`src/rtl/pong_score_ctrl.sv`:
```
// Pong game-flow controller: edge-detects serve/score strobes, keeps BCD scores,
// sequences IDLE/PLAY/PAUSE/GAMEOVER and blinks the winner's digit at game end.
module pong_score_ctrl #(
  parameter int WIN_SCORE    = 9,
  parameter int PAUSE_CYCLES = 25000000,
  parameter int BLINK_BITS   = 23
) (
  input  logic       clk25,
  input  logic       reset,
  input  logic       start,
  input  logic       p1_scored,
  input  logic       p2_scored,
  output logic [3:0] first,
  output logic [3:0] second,
  output logic       ball_enable,
  output logic       serve_dir,
  output logic       game_over,
  output logic       winner
);

  localparam int PW = (PAUSE_CYCLES > 2) ? $clog2(PAUSE_CYCLES) : 1;
  localparam logic [PW-1:0]         PAUSE_LOAD = PW'(PAUSE_CYCLES - 1);
  localparam logic [PW-1:0]         PAUSE_ONE  = PW'(1);
  localparam logic [BLINK_BITS-1:0] BLINK_ONE  = BLINK_BITS'(1);
  localparam logic [3:0]            WIN4       = 4'(WIN_SCORE);
  localparam logic [3:0]            BLANK      = 4'hF;

  typedef enum logic [1:0] {
    IDLE     = 2'd0,
    PLAY     = 2'd1,
    PAUSE    = 2'd2,
    GAMEOVER = 2'd3
  } state_t;

  state_t                state;
  logic [3:0]            score1;
  logic [3:0]            score2;
  logic [PW-1:0]         pause_cnt;
  logic [BLINK_BITS-1:0] blink_cnt;
  logic [BLINK_BITS-1:0] blink_nxt;
  logic                  prev_start;
  logic                  prev_p1;
  logic                  prev_p2;

  logic       start_ev;
  logic       p1_ev;
  logic       p2_ev;
  logic       blink_off;
  logic [3:0] score1_inc;
  logic [3:0] score2_inc;

  // A held level yields one event: the history regs update in every state.
  assign start_ev   = start & ~prev_start;
  assign p1_ev      = p1_scored & ~prev_p1;
  assign p2_ev      = p2_scored & ~prev_p2;
  assign score1_inc = score1 + 4'd1;
  assign score2_inc = score2 + 4'd1;

  // Display registers follow the counter value being written this cycle.
  assign blink_nxt  = blink_cnt + BLINK_ONE;
  assign blink_off  = blink_nxt[BLINK_BITS-1];

  // NOTE: every register here is assigned non-blocking so that all branches
  // read the pre-edge values of state, scores and counters consistently.
  always_ff @(posedge clk25 or posedge reset) begin
    if (reset) begin
      state       <= IDLE;
      score1      <= 4'd0;
      score2      <= 4'd0;
      first       <= 4'd0;
      second      <= 4'd0;
      ball_enable <= 1'b0;
      serve_dir   <= 1'b0;
      game_over   <= 1'b0;
      winner      <= 1'b0;
      pause_cnt   <= '0;
      blink_cnt   <= '0;
      prev_start  <= 1'b0;
      prev_p1     <= 1'b0;
      prev_p2     <= 1'b0;
    end else begin
      prev_start <= start;
      prev_p1    <= p1_scored;
      prev_p2    <= p2_scored;

      case (state)
        IDLE: begin
          ball_enable <= 1'b0;
          if (start_ev) begin
            state       <= PLAY;
            ball_enable <= 1'b1;
          end
        end

        PLAY: begin
          if (p1_ev && p2_ev) begin
            // Simultaneous points are a draw: no score, just re-serve.
            state       <= PAUSE;
            pause_cnt   <= PAUSE_LOAD;
            ball_enable <= 1'b0;
          end else if (p1_ev) begin
            score1      <= score1_inc;
            first       <= score1_inc;
            serve_dir   <= 1'b1;
            ball_enable <= 1'b0;
            if (score1_inc == WIN4) begin
              state     <= GAMEOVER;
              game_over <= 1'b1;
              winner    <= 1'b0;
            end else begin
              state     <= PAUSE;
              pause_cnt <= PAUSE_LOAD;
            end
          end else if (p2_ev) begin
            score2      <= score2_inc;
            second      <= score2_inc;
            serve_dir   <= 1'b0;
            ball_enable <= 1'b0;
            if (score2_inc == WIN4) begin
              state     <= GAMEOVER;
              game_over <= 1'b1;
              winner    <= 1'b1;
            end else begin
              state     <= PAUSE;
              pause_cnt <= PAUSE_LOAD;
            end
          end else begin
            ball_enable <= 1'b1;
          end
        end

        PAUSE: begin
          if (pause_cnt == '0) begin
            state       <= PLAY;
            ball_enable <= 1'b1;
          end else begin
            pause_cnt   <= pause_cnt - PAUSE_ONE;
            ball_enable <= 1'b0;
          end
        end

        GAMEOVER: begin
          ball_enable <= 1'b0;
          if (start_ev) begin
            state     <= IDLE;
            score1    <= 4'd0;
            score2    <= 4'd0;
            first     <= 4'd0;
            second    <= 4'd0;
            game_over <= 1'b0;
            blink_cnt <= '0;
          end else begin
            blink_cnt <= blink_nxt;
            first     <= (!winner && blink_off) ? BLANK : score1;
            second    <= ( winner && blink_off) ? BLANK : score2;
          end
        end

        default: begin
          state       <= IDLE;
          ball_enable <= 1'b0;
          game_over   <= 1'b0;
        end
      endcase
    end
  end

endmodule
```
`config.mk`:
```
export PLATFORM = sky130hd
export DESIGN_NAME = pong_score_ctrl
export DESIGN_NICKNAME = d
export VERILOG_FILES = /design/src/rtl/pong_score_ctrl.sv
export SDC_FILE = /design/constraint.sdc
export NUM_CORES = 1
export LEC_CHECK = 0
export CAP_MARGIN = 20
export CORE_UTILIZATION = 55
export DETAILED_ROUTE_END_ITERATION = 10
export HOLD_SLACK_MARGIN = 0.03
export PLACE_DENSITY = 0.75
export SLEW_MARGIN = 20
export SYNTH_ARGS = -nofsm -noshare
export SYNTH_HDL_FRONTEND = slang
export SYNTH_SLANG_ARGS = --single-unit
```
`constraint.sdc`:
```
create_clock -name clk25 -period 2.55 [get_ports clk25]
set_input_delay 0.51 -clock clk25 [delete_from_list [all_inputs] [get_ports clk25]]
set_output_delay 0.51 -clock clk25 [all_outputs]
set_load 0.02 [all_outputs]
```
==> summary.txt, run 1 <==
Run status
  – Status: completed

Critical path
  – Largest stage delay on the critical path: 580 ps
  – Worst setup SP type: flip-flop
  – Worst Path Arrival: roughly 2600 ps
  – Worst Path Buf+Inv: 1
  – Required @ worst endpoint: 2770 ps
  – R2r startpoint: pause_cnt[9]
  – CP Cell Sequence: or4_4, nor4_4, a31oi_4, o221ai_4, buf_4, o21ai_0
  – Critical path's top delay family: simple AND/OR/NAND/NOR gates
  – Crit path depth: 6
  – Reg2Reg Depth: 6
  – CP max FO: 7
  – WS Path Type: reg2reg
  – R2r setup slk: around 140 ps
  – Critical path capture point type: flip-flop
  – Slowest CP cell: or4_4
  – R2R Path End: pause_cnt[5]

Synth
  – Sequential element share of the synthesized area: 44.34%
  – Cell Area, Synth: between 4000 and 5000 um^2
  – Post-synthesis net count: 454
  – Async SR Flop Fraction: 100.0%
  – Yosys Warn Count: 0
  – Synthesized flop and latch total: between 70 and 80
  – Post-synth EDFFs: 0
  – Post-synthesis cell type count: 63
  – Main synth FF type: dfrtp_1
  – Syn Inst Count: roughly 440
  – Avg Cell Area, Syn: approximately 9.4 um^2

Cells and area
  – Antenna cells: 0
  – Fill cells: roughly 570
  – Nets: just under 500
  – Area growth from synthesis to layout: 17.89%
  – Fraction of layout cells with a size suffix above 1: roughly 12%
  – Post-Layout Cell Count: between 500 and 600

Die
  – Die ar.: 7841 um^2
  – Initial core utilization: around 57%
  – Core Box Area: 7253 um^2
  – Std-Cell Rows: 31
  – Die W: roughly 90 um
  – Die Y-Extent: between 80 and 90 um
  – # IOs: 17

Clock network
  – Clk slew on worst S/H paths: approximately 80 ps
  – Clk buf depth: 2
  – CTS hold repair buffers: 0
  – Root buf cell: clkbuf_8
  – CTS Buf Count: 9
  – TritonCTS clock tree: built
  – Htree depth: 3
  – Clk Latency, worst-skew pair: about 340 ps
  – Sinks on Clock Net: 73
  – Resized Gates After CTS: 0
  – Postcts setup bufs: 0

Place
  – Placed cell count: between 500 and 600
  – IO buf count: 16
  – GPL Wtd Cong: between 0.8 and 0.9
  – Setup WS pre-CTS: -38.22 ps
  – DP HPWL: 6.563 mm

Timing
  – Setup TNS: 0 ps
  – Max-slew violations: 0
  – Setup violations, final: 0
  – Worst slew pin tran: approximately 800 ps
  – RSZ-0062 raised after global routing: no
  – Worst slew margin: between 40% and 50%
  – Final Cycle Share: about 94%
  – Fmax: just over 400 MHz
  – Final WS setup: 141.4 ps
  – Crit path time final: 2409 ps
  – Final Skew: around 8.5 ps
  – Final hold vios: 0

GRT
  – Aggregate global routing overflow: 0
  – Number of global-route vias before repair: about 3200
  – Global Route Usage Sum: 25.68%
  – Antenna violations before repair: 0
  – First-pass GRT wire length: 15.48 mm
  – Pin count of the biggest net entering global routing: 30

Drt
  – Via count: between 3000 and 4000
  – Final ANT Viol Nets: 0
  – Drt first pass iters: 5
  – Avg WL per Cell: between 15 and 20 um
  – Residual DRC count: 0
  – Vias per Instance: around 6.1
  – DR iter-0 viols: 310
  – Final wirelength: around 9.4 mm

Run
  – Maximum Capacitance Violations: 0

Power and ir drop
  – PwrDens: between 1000 and 1500 nW/um^2
  – Max IR drop VDD: 0.0005762 V
  – Leak Pwr: 2.096 nW

Min path
  – Hold Crit Class: in2async
==> cells in the final DEF (no fill, tap or decap), drive strengths merged, types with 4 or more instances in the layout <==
| master | netlist | routed |
|---|---|---|
| o211ai | 4 | 4 |
| o21ai | 29 | 29 |
| xor2 | 16 | 16 |
| a211oi | 4 | 4 |
| a21o | 4 | 4 |
| nand2b | 7 | 7 |
| or4 | 4 | 4 |
| dfrtp | 73 | 73 |
| nor2 | 48 | 48 |
| o21a | 4 | 4 |
| clkbuf | 12 | 11 |
| bufinv | 0 | 4 |
| nand4 | 12 | 12 |
| nor3 | 12 | 12 |
| clkdlybuf4s50 | 0 | 16 |
| nand3 | 15 | 15 |
| and3 | 10 | 10 |
| and4 | 6 | 6 |
| xnor2 | 4 | 4 |
| o211a | 6 | 6 |
| ha | 10 | 10 |
| nor2b | 4 | 4 |
| buf | 4 | 30 |
| a31oi | 13 | 13 |
| o31ai | 11 | 11 |
| nand2 | 32 | 32 |
| nor4 | 7 | 7 |
| a21oi | 19 | 19 |
| or3 | 8 | 8 |
| inv | 20 | 20 |
==> cell usage after synthesis, types with 2 or more instances <==
cell | n | share of area [%]
dfrtp_1 | 73 | 44
nor2_1 | 48 | 4.4
nand2_1 | 32 | 2.9
o21ai_0 | 29 | 3.5
inv_1 | 20 | 1.8
a21oi_1 | 19 | 2.3
xor2_1 | 16 | 3.4
nand3_1 | 15 | 1.8
a31oi_1 | 12 | 1.8
clkbuf_1 | 12 | 1.1
nand4_1 | 12 | 1.8
nor3_1 | 12 | 1.5
o31ai_1 | 11 | 2.0
and3_1 | 10 | 1.5
ha_1 | 10 | 3.0
or3_1 | 8 | 1.2
nand2b_1 | 7 | 1.1
and4_1 | 6 | 1.3
o211a_1 | 6 | 1.5
a21o_1 | 4 | 0.73
nor2b_1 | 4 | 0.61
nor4_1 | 4 | 0.61
o211ai_1 | 4 | 0.73
o21a_1 | 4 | 0.73
xnor2_1 | 4 | 0.85
a211oi_1 | 3 | 0.55
a32oi_1 | 3 | 0.64
and2_1 | 3 | 0.46
buf_6 | 3 | 0.82
a22o_1 | 2 | 0.43
a22oi_1 | 2 | 0.36
a31o_2 | 2 | 0.43
and4b_1 | 2 | 0.49
mux2i_1 | 2 | 0.49
nor4_2 | 2 | 0.61
o22a_1 | 2 | 0.43
o311ai_0 | 2 | 0.43
o41ai_1 | 2 | 0.43
or4_1 | 2 | 0.36
or4_4 | 2 | 0.55
==> metal layers <==
layer	vias up	global-route usage, %	routed length [um]
met5	-	0	0
met4	0	9.824	127
met3	15	3.265	381
met2	100	39.02	4284
met1	1717	37.55	4577
li1	1707	-	-
==> through the flow <==
step	util, %	total power [mW]	instance area [um^2]	hold WS [ps]
2_1_floorplan	-	3.104	4120	459.5
3_3_place_gp	63.15	3.676	4581	479.9
3_5_place_dp	63.15	3.734	4581	490.3
4_1_cts	66.97	4.984	4857	487.7
5_1_grt	66.97	5.287	4857	515.2
6_report	66.97	4.984	4857	479.2
==> cell families (layout without fill, tap and decap cells) <==
group           count (synthesis)  in the layout  synth area share [%]
fa+ha+maj                      10             10                 3.037
flops                          73             73                 44.34
compound gates                121            121                 20.83
xor+xnor                       20             20                 4.251
simple gates                  176            176                 22.87
buf+inv                        36             82                 3.917
mux                             3              3                0.7592
==> area by class of cell <==
class / instances / area [um^2] / share of cell area, %
sequential: 73 / 1827 / 37.61
clock buffer: 11 / 151.4 / 3.117
multi-input combinational: 330 / 2132 / 43.89
inverter: 20 / 75.07 / 1.546
clock inverter: 5 / 125.1 / 2.576
timing repair buffer: 46 / 422.9 / 8.707
tap: 99 / 123.9 / 2.550
==> power by group <==
| part | internal, mW | switching (mW) | total [mW] |
|---|---|---|---|
| Clock | 0.801 | 0.432 | 1.23 |
| Sequential | 1.52 | 0.421 | 1.95 |
| Combinational | 0.818 | 0.987 | 1.81 |
| Total | 3.14 | 1.84 | 4.98 |
==> registers in the layout, indices dropped and copies added (netlist names) <==
register / flops
score1: 4
score2: 4
ball_enable: 1
prev_p2: 1
prev_start: 1
first: 4
prev_p1: 1
pause_cnt: 25
blink_cnt: 23
winner: 1
game_over: 1
serve_dir: 1
state: 2
second: 4
==> worst max-delay path by stage <==
stage                            start      endpoint  slack (ps)
after floorplan              p1_scored     score2[3]          10
after global placement       p1_scored     score2[3]         -10
after detailed placement     p1_scored     score2[3]         -40
after CTS                 pause_cnt[9]  pause_cnt[5]         160
after global routing      pause_cnt[9]  pause_cnt[0]           3
final                     pause_cnt[9]  pause_cnt[5]         140
Note: power is estimated with default switching activity, not from simulation.
==> run 2, diff against run 1 <==
--- a/config.mk
+++ b/config.mk
@@ -5,11 +5,13 @@
 export SDC_FILE = /design/constraint.sdc
 export NUM_CORES = 1
 export LEC_CHECK = 0
+export ABC_AREA = 1
 export CAP_MARGIN = 20
-export CORE_UTILIZATION = 55
+export CORE_UTILIZATION = 65
 export DETAILED_ROUTE_END_ITERATION = 10
 export HOLD_SLACK_MARGIN = 0.03
-export PLACE_DENSITY = 0.75
+export PLACE_DENSITY = 0.83
+export REMOVE_ABC_BUFFERS = 1
 export SLEW_MARGIN = 20
 export SYNTH_ARGS = -nofsm -noshare
 export SYNTH_HDL_FRONTEND = slang
==> constraint.sdc (replaced) <==
create_clock -name clk25 -period 3.1 [get_ports clk25]
set_input_delay 0.62 -clock clk25 [delete_from_list [all_inputs] [get_ports clk25]]
set_output_delay 0.62 -clock clk25 [all_outputs]
set_load 0.02 [all_outputs]
==> run 2 against run 1 <==
Die area shrank 13%. Setup slack better by 640 ps. Clock skew grew 2.1 ps. Global-route usage increased by 4.0 points. Final cell count increased by 18%. Total power decreased by 62%. Sequential cell count unchanged. Combinational power down 96%. Worst hold slack improved by 14 ps. Utilization grew 8.0 points. Critical path type is now in2reg. Largest power group unchanged.
==> summary.txt, run 2 <==
Run status
  – Status: completed

Cells and area
  – Fill cells: around 500
  – Commonest non-fill, non-tap cell in the layout: nand2_1
  – Post-Layout Cell Count: a little under 700
  – Antenna cells: 0
  – Fraction of layout cells with a size suffix above 1: 5.700%
  – Final Core Density: between 70% and 80%
  – Largest regs: pause_cnt (25), blink_cnt (23)
  – Most flop-heavy register: pause_cnt
  – Multi-input logic area: roughly 2000 um^2
  – Nets: around 620
  – Commonest non-fill, non-tap cells in the layout: nand2_1 (133), nor2_1 (99), inv_1 (82)
  – Sequential cell area: between 1500 and 2000 um^2
  – Area growth from synthesis to layout: 11.90%
  – Max reg flops: 25

Critical path
  – Worst setup SP type: primary input
  – Reg2Reg Depth: 11
  – WS Path Type: in2reg
  – Critical path capture point type: flip-flop
  – Largest stage delay on the critical path: about 470 ps
  – Worst Path Buf+Inv: 4
  – Required @ worst endpoint: around 3300 ps
  – R2R Path End: pause_cnt[8]
  – R2r startpoint: pause_cnt[8]
  – Critical path's top delay family: simple AND/OR/NAND/NOR gates
  – R2r setup slk: slightly below 900 ps
  – Worst Path Arrival: roughly 2500 ps
  – Slowest CP cell: clkdlybuf4s50_1
  – CP max FO: 26
  – CP Cell Sequence: clkdlybuf4s50_1, inv_1, nor2_1, inv_1, ha_1, nand2_1, nor2_1, inv_1, nand2_1, nand3b_4, nand2_1, o21ai_0

Place
  – IO buf count: 16
  – GPL Wtd Cong: between 0.9 and 1
  – Placed cell count: ~680
  – DP HPWL: about 6.6 mm

Drt
  – Residual DRC count: 0
  – Avg WL per Cell: about 13 um
  – Via count: between 3000 and 4000
  – Final ANT Viol Nets: 0
  – Drt first pass iters: 5
  – Vias per Instance: between 5 and 6
  – Final wirelength: around 9.2 mm
  – DR iter-0 viols: 358

Clock network
  – Clk Latency, worst-skew pair: ~350 ps
  – TritonCTS clock tree: built
  – Resized Gates After CTS: 0
  – Root buf cell: clkbuf_8
  – Clk buf depth: 2
  – CTS hold repair buffers: 0
  – CTS Buf Count: 9
  – Clk slew on worst S/H paths: approximately 80 ps
  – Sinks on Clock Net: 73
  – Htree depth: 3
  – Postcts setup bufs: 0

Synth
  – Post-synth EDFFs: 0
  – Main synth FF type: dfrtp_1
  – Synthesized flop and latch total: 73
  – Yosys Warn Count: 0
  – Post-synthesis cell type count: 33
  – Sequential element share of the synthesized area: a little over two fifths
  – Top-area cell type share of the netlist area: 43.21%
  – Largest cells by area after synthesis: dfrtp_1 (43%), nand2_1 (12%), nor2_1 (8.8%)
  – Most frequent cells after synthesis: nand2_1 (133), nor2_1 (99), inv_1 (83), dfrtp_1 (73), a21oi_1 (40)
  – Leading area contributor after synthesis: dfrtp_1
  – Cell Area, Synth: 4228 um^2
  – Avg Cell Area, Syn: ~7.3 um^2
  – Async SR Flop Fraction: 100.0%
  – Most frequent cell after synthesis: nand2_1
  – Syn Inst Count: around 580

Timing
  – Max-slew violations: 0
  – Setup TNS: 0 ps
  – Crit path time final: 2319 ps
  – Final Cycle Share: around three quarters
  – RSZ-0062 raised after global routing: no
  – Final Skew: 10.58 ps
  – Fmax: 431.1 MHz
  – Worst slew pin tran: around 850 ps
  – Setup violations, final: 0
  – Worst slew margin: 43.26%
  – Final hold vios: 0

Die
  – Die Y-Extent: 82.65 um
  – Std-Cell Rows: 29
  – Die ar.: between 6000 and 7000 um^2
  – Core Box Area: 6314 um^2
  – # IOs: 17
  – Initial core utilization: ~67%
  – Die W: around 83 um

Power and ir drop
  – PwrDens: about 400 nW/um^2
  – Leak Pwr: 2.243 nW
  – Max IR drop VDD: approximately 0.00045 V

GRT
  – Global Route Usage Sum: 29.67%
  – Antenna violations before repair: 0
  – Number of global-route vias before repair: approximately 3500
  – First-pass GRT wire length: approximately 15 mm
  – Aggregate global routing overflow: 0
  – Pin count of the biggest net entering global routing: 33

Min path
  – Hold depth: 1
  – Hold endpoint: pause_cnt[0]
  – Hold Startpoint: pause_cnt[0]
  – Hold Crit Class: reg2reg

Run
  – Maximum Capacitance Violations: 0
==> run 2: kinds of logic after synthesis <==
logic type	synth area share, %
AOI/OAI and AO/OA	10.06
xor gates and xnor gates	4.558
adders and majority gates	2.959
buffers and inverters	8.405
DFF	43.21
and+or+nand+nor	30.81
==> run 2: through the flow <==
step / setup slack, ps / hold slack, ps / power (mW) / cell area [um^2]
after floorplan: 626.7 / 455.6 / 1.031 / 4188
after global placement: 564.9 / 479.8 / 1.058 / 4502
after detailed placement: 445.1 / 487.3 / 1.061 / 4502
after CTS: 818.7 / 498.1 / 1.900 / 4731
after global routing: 546.9 / 532.0 / 1.959 / 4731
final: 780.6 / 493.7 / 1.898 / 4731
==> run 2: how the worst max path moves through the flow <==
stage / from / to / slack (ps) / cells after the start
2_1_floorplan: reset / ball_enable / 630 / 1
3_3_place_gp: p1_scored / second[3] / 560 / 11
3_5_place_dp: p1_scored / pause_cnt[8] / 450 / 12
4_1_cts: p1_scored / pause_cnt[8] / 820 / 12
5_1_grt: p1_scored / first[1] / 550 / 11
6_report: p1_scored / pause_cnt[8] / 780 / 12
==> run 2: area by class of cell <==
class / count / share of cell area, %
Timing Repair Buffer: 22 / 4.602
Clock buffer: 10 / 2.909
Sequential cell: 73 / 38.61
Tap cell: 77 / 2.036
Inverter: 84 / 6.665
Clock inverter: 6 / 1.931
Multi-Input combinational cell: 419 / 43.24
==> run 2: per-layer routing <==
| layer | wire (um) | up-vias | part of all wire [%] | global-route usage [%] |
|---|---|---|---|---|
| met3 | 463 | 15 | 5.1 | 5.714 |
| met1 | 4271 | 1757 | 47 | 39.59 |
| met4 | 153 | 0 | 1.7 | 10.52 |
| li1 | - | 1922 | - | - |
| met5 | 0 | - | 0 | 0 |
| met2 | 4268 | 122 | 47 | 48.03 |
==> run 2: where the power goes <==
| part | internal, mW | switching, mW | leakage, nW |
|---|---|---|---|
| Combinational | 0.0240 | 0.0445 | 1.31 |
| Clock | 0.476 | 0.381 | 0.105 |
| Sequential | 0.963 | 0.0103 | 0.831 |
==> run 3, diff against run 2 <==
--- a/config.mk
+++ b/config.mk
@@ -7,10 +7,10 @@
 export LEC_CHECK = 0
 export ABC_AREA = 1
 export CAP_MARGIN = 20
-export CORE_UTILIZATION = 65
+export CORE_UTILIZATION = 61
 export DETAILED_ROUTE_END_ITERATION = 10
 export HOLD_SLACK_MARGIN = 0.03
-export PLACE_DENSITY = 0.83
+export PLACE_DENSITY = 0.79
 export REMOVE_ABC_BUFFERS = 1
 export SLEW_MARGIN = 20
 export SYNTH_ARGS = -nofsm -noshare
==> constraint.sdc (replaced) <==
create_clock -name clk25 -period 2.4 [get_ports clk25]
set_input_delay 0.48 -clock clk25 [delete_from_list [all_inputs] [get_ports clk25]]
set_output_delay 0.48 -clock clk25 [all_outputs]
set_load 0.02 [all_outputs]
==> run 3 against run 2 <==
Setup slack got worse by 440 ps. Register-to-register slack worse by 550 ps. Design area grew 0.74%. First-iteration DRC count shrank 44%. Utilization is 2.0 points lower. Clock skew is 3.3 ps lower. Via count fell by 0.21%. Final cell count rose by 1.2%. Critical endpoint is now second[3]. Highest routed layer unchanged.
==> summary.txt, run 3 (same netlist as run 2, synthesis figures left out) <==
Run status
  – Status: completed

Drt
  – Via count: between 3000 and 4000
  – Final wirelength: a little over 9 mm
  – Post-Route M1 WL: between 4 and 5 mm
  – Vias per Instance: between 5 and 6
  – Final ANT Viol Nets: 0
  – DR iter-0 viols: ~200
  – Drt first pass iters: 5
  – Top sig layer: met4
  – Avg WL per Cell: 13.19 um
  – Residual DRC count: 0
  – Met3 routed WL: roughly 350 um
  – Routed wl met2: 4.173 mm

Place
  – DP HPWL: between 6 and 7 mm
  – Setup WS pre-CTS: -9.029 ps
  – IO buf count: 16
  – Placement Cell Area: around 4600 um^2
  – Placed cell count: ~680
  – GPL Wtd Cong: roughly 0.86

Critical path
  – Worst Path Arrival: 2330 ps
  – WS Path Type: reg2reg
  – Critical path capture point type: flip-flop
  – Reg2Reg Depth: 7
  – R2r startpoint: state[0]
  – Worst setup SP type: flip-flop
  – Required @ worst endpoint: ~2700 ps
  – R2r setup slk: roughly 340 ps
  – CP endpoint: second[3]
  – R2R Path End: second[3]
  – Worst Setup SP: state[0]
  – CP max FO: 11

Cells and area
  – Commonest non-fill, non-tap cell in the layout: nand2_1
  – Largest regs: pause_cnt (25), blink_cnt (23)
  – Final Core Density: between 70% and 80%
  – Commonest non-fill, non-tap cells in the layout: nand2_1 (133), nor2_1 (99), inv_1 (82)
  – Nets: approximately 630
  – Fraction of layout cells with a size suffix above 1: under 10%
  – Post-Layout Cell Count: 699
  – Antenna cells: 0
  – Fin area: 4766 um^2
  – Area growth from synthesis to layout: 12.73%
  – Most flop-heavy register: pause_cnt
  – Max reg flops: 25

Timing
  – Crit path time final: around 2100 ps
  – Worst slew margin: approximately three quarters
  – Final hold vios: 0
  – Setup TNS: 0 ps
  – RSZ-0062 raised after global routing: no
  – Final WS setup: 340.4 ps
  – Final Skew: between 7 and 8 ps
  – Max-slew violations: 0
  – Final Cycle Share: a little under nine tenths
  – Setup violations, final: 0
  – Worst hold slack: about 500 ps
  – Fmax: between 400 and 500 MHz
  – Worst slew pin tran: slightly below 400 ps

Min path
  – Hold Crit Class: reg2reg
  – Hold Startpoint: blink_cnt[14]

Die
  – Die W: 85.25 um
  – Std-Cell Rows: 29
  – Die ar.: slightly above 7000 um^2
  – Die Y-Extent: between 80 and 90 um
  – Initial core utilization: 64.73%
  – Core Box Area: around 6500 um^2
  – # IOs: 17

Power and ir drop
  – Max IR drop VDD: around 0.00035 V
  – Tot Pwr: around 2.4 mW
  – Leak Pwr: around 2.3 nW
  – PwrDens: 497.8 nW/um^2

Clock network
  – CTS hold repair buffers: 0
  – Sinks on Clock Net: 73
  – Resized Gates After CTS: 0
  – Clk buf depth: 2
  – Postcts setup bufs: 0
  – Htree depth: 3
  – Root buf cell: clkbuf_8
  – CTS Buf Count: 9
  – Clk Latency, worst-skew pair: roughly 350 ps
  – Clk slew on worst S/H paths: 70 ps
  – TritonCTS clock tree: built

GRT
  – Global Route Usage Sum: roughly 28%
  – First-pass GRT wire length: between 15 and 20 mm
  – Pin count of the biggest net entering global routing: 74
  – Aggregate global routing overflow: 0
  – Number of global-route vias before repair: approximately 3600
  – Antenna violations before repair: 0

Run
  – Maximum Capacitance Violations: 0
## run 3: cell types whose count changed in the layout (fill, tap and decap cells not counted), sizes merged
cell / delta
clkbuf: +3
buf: +8
clkinvlp: -3
## run 3: worst min-delay path by stage
stage	slack [ps]	end	cells past startpoint
4_1_cts	490	blink_cnt[14]	1
2_1_floorplan	460	blink_cnt[14]	1
5_1_grt	530	pause_cnt[0]	1
6_report	500	blink_cnt[14]	1
3_5_place_dp	480	blink_cnt[14]	1
3_3_place_gp	480	pause_cnt[0]	1
## run 3: final cells by class
class	instances	area (um^2)
multi-input cells	419	2046
flip-flops and latches	73	1827
fillers	528	1765
inverters	84	315.3
repair buffers	30	277.8
clock buffers	13	138.9
well taps	77	96.34
clock inverters	3	65.06
## run 3: metal layers
layer	GRT usage [%]	vias to the layer above
li1	-	1909
met1	38.86	1792
met2	44.50	95
met3	3.599	12
met4	10.45	0
met5	0	-
## run 3: critical path, stage by stage (launching register included)
cell and delay, ps:
dfrtp_1 430, nand2_1 330, clkinv_1 410, nor2_1 330
nor2_1 100, inv_1 140, a21oi_1 50, a21oi_1 170
## run 3: report_power, final
part / internal, mW / switching, mW
combinational: 0.0304 / 0.0579
clock: 0.586 / 0.442
sequential: 1.24 / 0.0122
